## src/rtl/mem_access_pkg.sv

```systemverilog
// Shared encodings for the data-memory load/store initiator (mem_access_unit).
package mem_access_pkg;

  localparam logic [1:0] SZ_BYTE = 2'b00;
  localparam logic [1:0] SZ_HALF = 2'b01;
  localparam logic [1:0] SZ_WORD = 2'b10;

  localparam logic [2:0] IDLE = 3'd0;
  localparam logic [2:0] RD   = 3'd1;
  localparam logic [2:0] WR   = 3'd2;
  localparam logic [2:0] RESP = 3'd3;
  localparam logic [2:0] ERR  = 3'd4;

  localparam int MEM_WORDS_DEFAULT = 4000;

endpackage

```

## src/rtl/mem_lane_align.sv

```systemverilog
// Byte/half lane steering shared by the store merge and load extension paths.
module mem_lane_align
  import mem_access_pkg::*;
(
  input  logic [1:0]  size,
  input  logic [1:0]  lane,
  input  logic        sign,
  input  logic [31:0] old_word,
  input  logic [31:0] new_data,
  output logic [31:0] store_word,
  output logic [31:0] load_word
);

  logic [7:0]  byte_sel;
  logic [15:0] half_sel;

  always_comb begin
    // NOTE: every output gets a default first so no path through the case infers a latch.
    store_word = old_word;
    load_word  = old_word;
    byte_sel   = old_word[{lane, 3'b000} +: 8];
    half_sel   = old_word[{lane[1], 4'b0000} +: 16];
    case (size)
      SZ_BYTE: begin
        store_word[{lane, 3'b000} +: 8] = new_data[7:0];
        load_word = {{24{sign & byte_sel[7]}}, byte_sel};
      end
      SZ_HALF: begin
        store_word[{lane[1], 4'b0000} +: 16] = new_data[15:0];
        load_word = {{16{sign & half_sel[15]}}, half_sel};
      end
      SZ_WORD: store_word = new_data;
      default: ;
    endcase
  end

endmodule

```

## src/rtl/mem_access_unit.sv

```systemverilog
// Load/store initiator to word-addressed data memory with sub-word read-modify-write.
// Optional MEM_ACCESS_CNT_EN adds successful load/store counters (ld_count, st_count).
module mem_access_unit
  import mem_access_pkg::*;
#(
  parameter int MEM_WORDS = MEM_WORDS_DEFAULT,
  parameter int ADDR_W    = 32
) (
  input  logic              clk,
  input  logic              rst_n,
  input  logic              req_valid,
  output logic              req_ready,
  input  logic              req_we,
  input  logic [1:0]        req_size,
  input  logic              req_signed,
  input  logic [ADDR_W-1:0] req_addr,
  input  logic [31:0]       req_wdata,
  output logic              resp_valid,
  output logic [31:0]       resp_rdata,
  output logic              resp_err,
  output logic              mem_read,
  output logic              mem_write,
  output logic [ADDR_W-1:0] mem_addr,
  output logic [31:0]       mem_wdata,
  input  logic [31:0]       mem_rdata
`ifdef MEM_ACCESS_CNT_EN
  ,
  output logic [31:0]       ld_count,
  output logic [31:0]       st_count
`endif
);

  logic [2:0]        state;
  logic [ADDR_W-1:0] addr_q;
  logic [1:0]        size_q;
  logic              sign_q;
  logic              we_q;
  logic [31:0]       wdata_q;
  logic [31:0]       word_q;

  logic              req_err;
  logic [ADDR_W-1:0] req_word;
  logic [31:0]       store_word;
  logic [31:0]       load_word;

  assign req_word = req_addr >> 2;

  always_comb begin
    req_err = 1'b0;
    case (req_size)
      SZ_BYTE: req_err = 1'b0;
      SZ_HALF: req_err = req_addr[0];
      SZ_WORD: req_err = |req_addr[1:0];
      default: req_err = 1'b1;
    endcase
    if (req_word >= ADDR_W'(MEM_WORDS)) req_err = 1'b1;
  end

  // NOTE: reset is sampled on the clock edge; state registers use non-blocking assignments only.
  always_ff @(posedge clk) begin
    if (!rst_n) begin
      state   <= IDLE;
      addr_q  <= '0;
      size_q  <= '0;
      sign_q  <= 1'b0;
      we_q    <= 1'b0;
      wdata_q <= '0;
      word_q  <= '0;
    end else begin
      case (state)
        IDLE: if (req_valid) begin
          addr_q  <= req_addr;
          size_q  <= req_size;
          sign_q  <= req_signed;
          we_q    <= req_we;
          wdata_q <= req_wdata;
          if (req_err)                            state <= ERR;
          else if (req_we && req_size == SZ_WORD) state <= WR;
          else                                    state <= RD;
        end
        RD: begin
          word_q <= mem_rdata;
          state  <= we_q ? WR : RESP;
        end
        WR:        state <= RESP;
        RESP, ERR: state <= IDLE;
        default:   state <= IDLE;
      endcase
    end
  end

  mem_lane_align u_align (
    .size       (size_q),
    .lane       (addr_q[1:0]),
    .sign       (sign_q),
    .old_word   (word_q),
    .new_data   (wdata_q),
    .store_word (store_word),
    .load_word  (load_word)
  );

  // Memory strobes are gated by rst_n so an aborted cycle can never commit a write.
  assign req_ready  = (state == IDLE);
  assign mem_read   = (state == RD) & rst_n;
  assign mem_write  = (state == WR) & rst_n;
  assign mem_addr   = (state == RD || state == WR) ? (addr_q >> 2) : '0;
  assign mem_wdata  = (state == WR) ? store_word : '0;
  assign resp_valid = (state == RESP) || (state == ERR);
  assign resp_err   = (state == ERR);
  assign resp_rdata = (state == RESP && !we_q) ? load_word : '0;

`ifdef MEM_ACCESS_CNT_EN
  always_ff @(posedge clk) begin
    if (!rst_n) begin
      ld_count <= '0;
      st_count <= '0;
    end else if (state == RESP) begin
      if (we_q) st_count <= st_count + 32'd1;
      else      ld_count <= ld_count + 32'd1;
    end
  end
`endif

endmodule
```

## config.mk

```make
export PLATFORM = sky130hd
export DESIGN_NAME = mem_access_unit
export DESIGN_NICKNAME = d
export VERILOG_FILES = /design/src/rtl/mem_access_pkg.sv /design/src/rtl/mem_lane_align.sv /design/src/rtl/mem_access_unit.sv
export SDC_FILE = /design/constraint.sdc
export NUM_CORES = 1
export LEC_CHECK = 0
export BUFFER_PORTS_ARGS = -buffer_cell sky130_fd_sc_hd__buf_4
export CORE_ASPECT_RATIO = 0.8
export CORE_MARGIN = 10
export CORE_UTILIZATION = 25
export DETAILED_ROUTE_END_ITERATION = 12
export PLACE_DENSITY = 0.52
export RECOVER_POWER = 25
export SYNTH_ARGS = -nofsm -noshare
export SYNTH_HDL_FRONTEND = slang
export SYNTH_SLANG_ARGS = --single-unit
export TNS_END_PERCENT = 100
```

## constraint.sdc

```tcl
create_clock -name clk -period 4.9 [get_ports clk]
set_input_delay 0.245 -clock clk [delete_from_list [all_inputs] [get_ports clk]]
set_output_delay 0.245 -clock clk [all_outputs]
set_load 0.02 [all_outputs]
```

; ---- After elaboration in Yosys (flattened, before gate mapping)
; Index checks and enable logic that the tools add are counted.
[classes]
bitwise_logic = 4
shifts = 6
n_eq_ne = 9
mux = 14
n_addsub = 2
n_lt_le_gt_ge = 1
reduce_logical = 10
[op_table]
columns = op, n
row1 = 32-bit one-hot mux with 3 select lines, 1
row2 = 32-bit bitwise mux, 2
row3 = 32-bit 2-to-1 mux, 2
row4 = 32-bit one-hot mux with 2 select lines, 1
row5 = 16-bit by 7-bit variable shift with 32-bit output (first input constant), 1
row6 = 8-bit by 7-bit variable shift with 32-bit output (first input constant), 1
row7 = 16-bit by 7-bit indexed part select with 32-bit output, 1
row8 = 32-bit by 6-bit indexed part select with 16-bit output, 1
row9 = 32-bit by 6-bit indexed part select with 8-bit output, 1
row10 = 8-bit by 7-bit indexed part select with 32-bit output, 1
row11 = 30-bit by 12-bit greater-or-equal comparator with 1-bit output (second input constant), 1
row12 = 30-bit 2-to-1 mux, 1
row13 = 5-bit negation with 7-bit output, 2
row14 = 3-bit one-hot mux with 3 select lines, 1
row15 = 3-bit by 2-bit equality test with 1-bit output (second input constant), 2
row16 = 3-bit 2-to-1 mux, 2
row17 = 1-bit bitwise AND, 4
row18 = 2-bit by 1-bit equality test with 1-bit output (second input constant), 2
row19 = 2-bit equality test (second input constant), 2
row20 = 2-bit logical NOT, 2
row21 = 3-bit by 1-bit equality test with 1-bit output (second input constant), 1
row22 = 3-bit equality test (second input constant), 1
row23 = 3-bit logical NOT, 1
row24 = 1-bit one-hot mux with 3 select lines, 1
row25 = other kinds (8), 11
[totals]
regBits = 103

; ---- Longest topological paths before layout
[logic_depth]
word_depth = 6
depth_mapped = 9
depth_no_buf = 6

; ---- Modules after synthesis
; A second synthesis with hierarchy kept.
[hier_totals]
hier_cells = 881
area_unflattened_um2 = 6568.8
[modules_own_cells]
columns = module, seq_area_each_um2, area_each_um2, n_inst, cells_each
row1 = mem_access_unit, 2062.0, 4601.9, 1, 580
row2 = mem_lane_align, 0.0, 1966.9, 1, 301

; ---- Worst setup path after synthesis
; Ideal clock, no wire load.
[synth_path]
path_kind = register -> output
start = register addr_q[0]
end = output mem_wdata[16]
required_ns = 4.655
arrival_time_ns = 2.051
setup_slack_ns = 2.604
path_buffers = 2
path_stages_with_launch = 9
cell_sequence = dfxtp_1 > clkbuf_1 > inv_1 > ha_1 > nor4bb_1 > buf_2 > a221o_1 > o21ai_0 > a21oi_1
[synth_between]
elab_chain_len = 5
elab_cells_between_ends = 6
classes_between = add/sub (1) / shift (2) / mux (3)
[synth_lines]
columns = item, line_no
row1 = start: declaration, mem_access_unit.sv:34  ; logic [ADDR_W-1:0] addr_q;
row2 = start signal: assignment, mem_access_unit.sv:72  ; addr_q <= req_addr;
row3 = 5-bit negation with 7-bit output (*), mem_lane_align.sv:25  ; store_word[{lane, 3'b000} +: 8] = new_data[7:0];
row4 = 8-bit by 7-bit indexed part select with 32-bit output / 8-bit by 7-bit variable shift with 32-bit output (equally long branches), mem_lane_align.sv:25
row5 = 32-bit bitwise mux (*), mem_lane_align.sv:25
row6 = 32-bit one-hot mux with 3 select lines (*), mem_lane_align.sv:23  ; case (size)
row7 = 32-bit 2-to-1 mux (*), mem_access_unit.sv:107  ; assign mem_wdata = (state == WR) ? store_word : '0;
row8 = end: declaration, mem_access_unit.sv:24  ; output logic [31:0] mem_wdata,
; Every way passes the cells marked *; elsewhere a longest branch is shown, timed or not.

; ---- Final worst setup path
[layout_path]
start = register state[0]
end = register wdata_q[5]
[layout_between]
elab_chain_len = 2
[layout_lines]
columns = item, line_no
row1 = start: declaration, mem_access_unit.sv:33  ; logic [2:0] state;
row2 = start signal: assignment, mem_access_unit.sv:83  ; state <= we_q ? WR : RESP;
row3 = 3-bit logical NOT, mem_access_unit.sv:70  ; case (state)
row4 = 2-bit AND reduction (no source line), -
row5 = end signal: assignment, mem_access_unit.sv:76  ; wdata_q <= req_wdata;
row6 = end: declaration, mem_access_unit.sv:38  ; logic [31:0] wdata_q;
; No other way between the ends.
; A chain may end at the register's enable or synchronous reset.

==> impl_metrics.tcl <==
set metrics [dict create \
    path_clk_slew_ns 0.08 \
    cp_slowest_stage_delay_ns 2.33 \
    synthAdderAreaFrac 0.0108 \
    cp-end-kind "flip-flop" \
    overflow 0 \
    finalCriticalPeriod_ns 3.67 \
    synthFlopType "dfxtp_1" \
    final_nets 1045 \
    dieHeight_um 156 \
    min_to "wdata_q[2]" \
    clock_skew_ns 0.00423 \
    netlist_instances 777 \
    vias_per_cell 4.96 \
    core_um2 22700 \
    cts_hold_buffers 0 \
    wire_per_inst_um 20.0 \
    rows 49 \
    crit_arrival_ns 3.95 \
    fin_crit_sh 0.750 \
    timing.max_cap.violations 1 \
    antenna_found_initial 0 \
    cp_data_required_time_ns 5.18 \
    insertion_delay_ns 0.35 \
    rrSetupSlack_ns 1.23 \
    drt_wl_total_um 24900 \
    clock_path_buffers 2 \
    fp.dieW_um 190 \
    fin_hold_ws_ns 0.136 \
    synth-compound-area-share 0.273 \
    drtIter0Drc 535 \
    dpl.cell_count 1232 \
    cts_setup_buffers 0 \
    post-route-drc-count 0 \
    rr_worst_depth 5 \
    ant_nets 0 \
    path_max_fanout 69 \
    path_cells "nor3_1 > nand2_2 > clkbuf_1 > nand2_1 > a21oi_1" \
    dieArea_um2 29700 \
    cts_buffers 9 \
    grt_usage 0.161 \
    fin_cells 1248 \
    vdd_ir_drop_max_mv 0.153 \
    drt_first_pass_iters 8 \
    power_leakage_nw 3.13 \
    synth_xor_area_frac 0 \
    root_buffer "clkbuf_16" \
    synth_edf_count 0 \
    dp_hpwl_um 18900 \
    syn_avg_cell_area_um2 7.47 \
    slew_violations 70 \
    postCtsResizedCells 0 \
    final_cell_mix "nand2_1 (229), buf_4 (208), a21oi_1 (122), dfxtp_1 (102), nor2b_1 (31)" \
    synth-simple-area-share 0.252 \
    clock_sinks 103 \
    synthMuxAreaShare 0.0436 \
    synthToLayoutAreaGrowth_pct 33.3 \
    outcome "finished, violations left" \
    cts_tree "yes" \
    vias 6194 \
    grt_start_max_net_pins 70 \
    worstHoldPathType "in2reg" \
    setup_viol 0 \
    rsz0062_at_grt "no" \
    final_common_cell "nand2_1" \
    start_util 0.256 \
    synth-seq-cells 103 \
    holdCritStartpoint "req_wdata[2]" \
    grt_pass1_vias 6077 \
    place.gp.congestion 0.915 \
    cts-htree-levels 3 \
    cpMaxStageDelayCell "clkbuf_1" \
    critical_path_class "reg2reg" \
    final.fill_count 2497 \
    max_slew_margin -1.20 \
    yosysWarnings 0 \
    ys_async_sr_fraction 0 \
    violations "capacitance limit, slew limit" \
    drive_above_1_share 0.271 \
    worst_pin_slew_ns 3.31 \
    cp-start-kind "flip-flop" \
    antenna_cells 0 \
    grt_pass1_wl_um 37100 \
    setup_tns_ns 0 \
    synth_area_um2 5800 \
    powerDensity_nw_per_um2 242 \
    reg2reg_from "state[0]" \
    hold_viol 0 \
    io-pin-count 204 \
    seq_area_frac_synth 0.355 \
    holdPathStages 3 \
    port_buffers 201 \
    synth_top_family_by_area "compound AO/OA/AOI/OAI gates" \
    synth_cell_types 50 \
    final_util 0.341 \
    fmax_mhz 272 \
    r2r_end "wdata_q[5]" \
]
## worst max path at each step
stage,startpoint,end
3_5_place_dp,size_q[1],resp_rdata[20]
6_report,state[0],wdata_q[5]
4_1_cts,size_q[1],resp_rdata[20]
3_3_place_gp,size_q[1],resp_rdata[31]
2_1_floorplan,addr_q[0],mem_wdata[16]
5_1_grt,state[0],addr_q[29]
## per-layer routing
metal | wire (um) | GRT usage
met1 | 11500 | 0.221
met2 | 10500 | 0.235
met3 | 2660 | 0.0558
met4 | 302 | 0.0356
met5 | 0 | 0
## logic make-up after synthesis
group	after synthesis
AND/OR/NAND/NOR	323
AO/OA/AOI/OAI	241
flip-flops	103
buffers and inverters	80
multiplexers	24
adder cells (fa/ha/maj)	5
other	1
## state kept, by name (all words and copies together) (netlist names)
register  cells
word_q       32
wdata_q      32
state         3
we_q          1
size_q        2
addr_q       32
sign_q        1
## worst max-delay path, delay by kind of cell, from the launching register on
family / cells / cell delay [ns]
buffers and inverters: 1 / 2.33
flip-flops: 1 / 0.57
AND/OR/NAND/NOR: 3 / 0.45
AO/OA/AOI/OAI: 1 / 0.23
## report_power, final
group | total (mW) | internal (mW) | leakage, nW | switching, mW
sequential | 0.916 | 0.872 | 0.841 | 0.0440
clock | 0.707 | 0.364 | 0.133 | 0.343
combinational | 0.250 | 0.116 | 2.16 | 0.134
total | 1.87 | 1.35 | 3.13 | 0.521
## through the flow
stage / worst slack [ns] / power, mW / instance area (um^2)
6_report: 1.23 / 1.87 / 7740
5_1_grt: 0.664 / 1.96 / 7740
2_1_floorplan: 2.60 / 1.07 / 5810
4_1_cts: 1.48 / 1.91 / 7750
3_3_place_gp: 2.01 / 1.18 / 7470
3_5_place_dp: 1.88 / 1.19 / 7470
## cells in the mapped netlist (2+ instances only)
cell type / count / area (um^2)
nand3_1: 5 / 25.0
nand2b_1: 4 / 25.0
nor2b_1: 31 / 194
a21oi_1: 122 / 611
a22o_1: 14 / 123
nor4_1: 4 / 25.0
or2_2: 3 / 18.8
o21ai_0: 20 / 100
nor4bb_1: 2 / 20.0
nor3_1: 3 / 15.0
mux2_2: 10 / 113
a21oi_2: 2 / 17.5
nand2_1: 230 / 863
clkbuf_1: 32 / 120
buf_6: 2 / 22.5
ha_1: 5 / 62.6
a221o_1: 9 / 90.1
nor2_1: 23 / 86.3
buf_2: 21 / 105
o32ai_1: 2 / 17.5
a221oi_1: 15 / 131
dfxtp_1: 103 / 2060
a222oi_1: 7 / 70.1
o32a_1: 6 / 60.1
o221a_2: 7 / 78.8
nand4_1: 2 / 12.5
inv_1: 16 / 60.1
and2_1: 2 / 12.5
buf_4: 9 / 67.6
mux2i_1: 14 / 140
o22ai_1: 6 / 37.5
nor4b_4: 2 / 47.6
a21o_1: 27 / 203
## final cells by class
class,count,area [um^2],share of cell area
multi-input cells,595,3370,0.436
flip-flops and latches,103,2060,0.267
repair buffers,212,1580,0.204
well taps,306,383,0.0495
clock buffers,11,243,0.0314
inverters,16,60.1,0.00776
clock inverters,5,41.3,0.00534
Note: power is estimated with default switching activity, not from simulation.
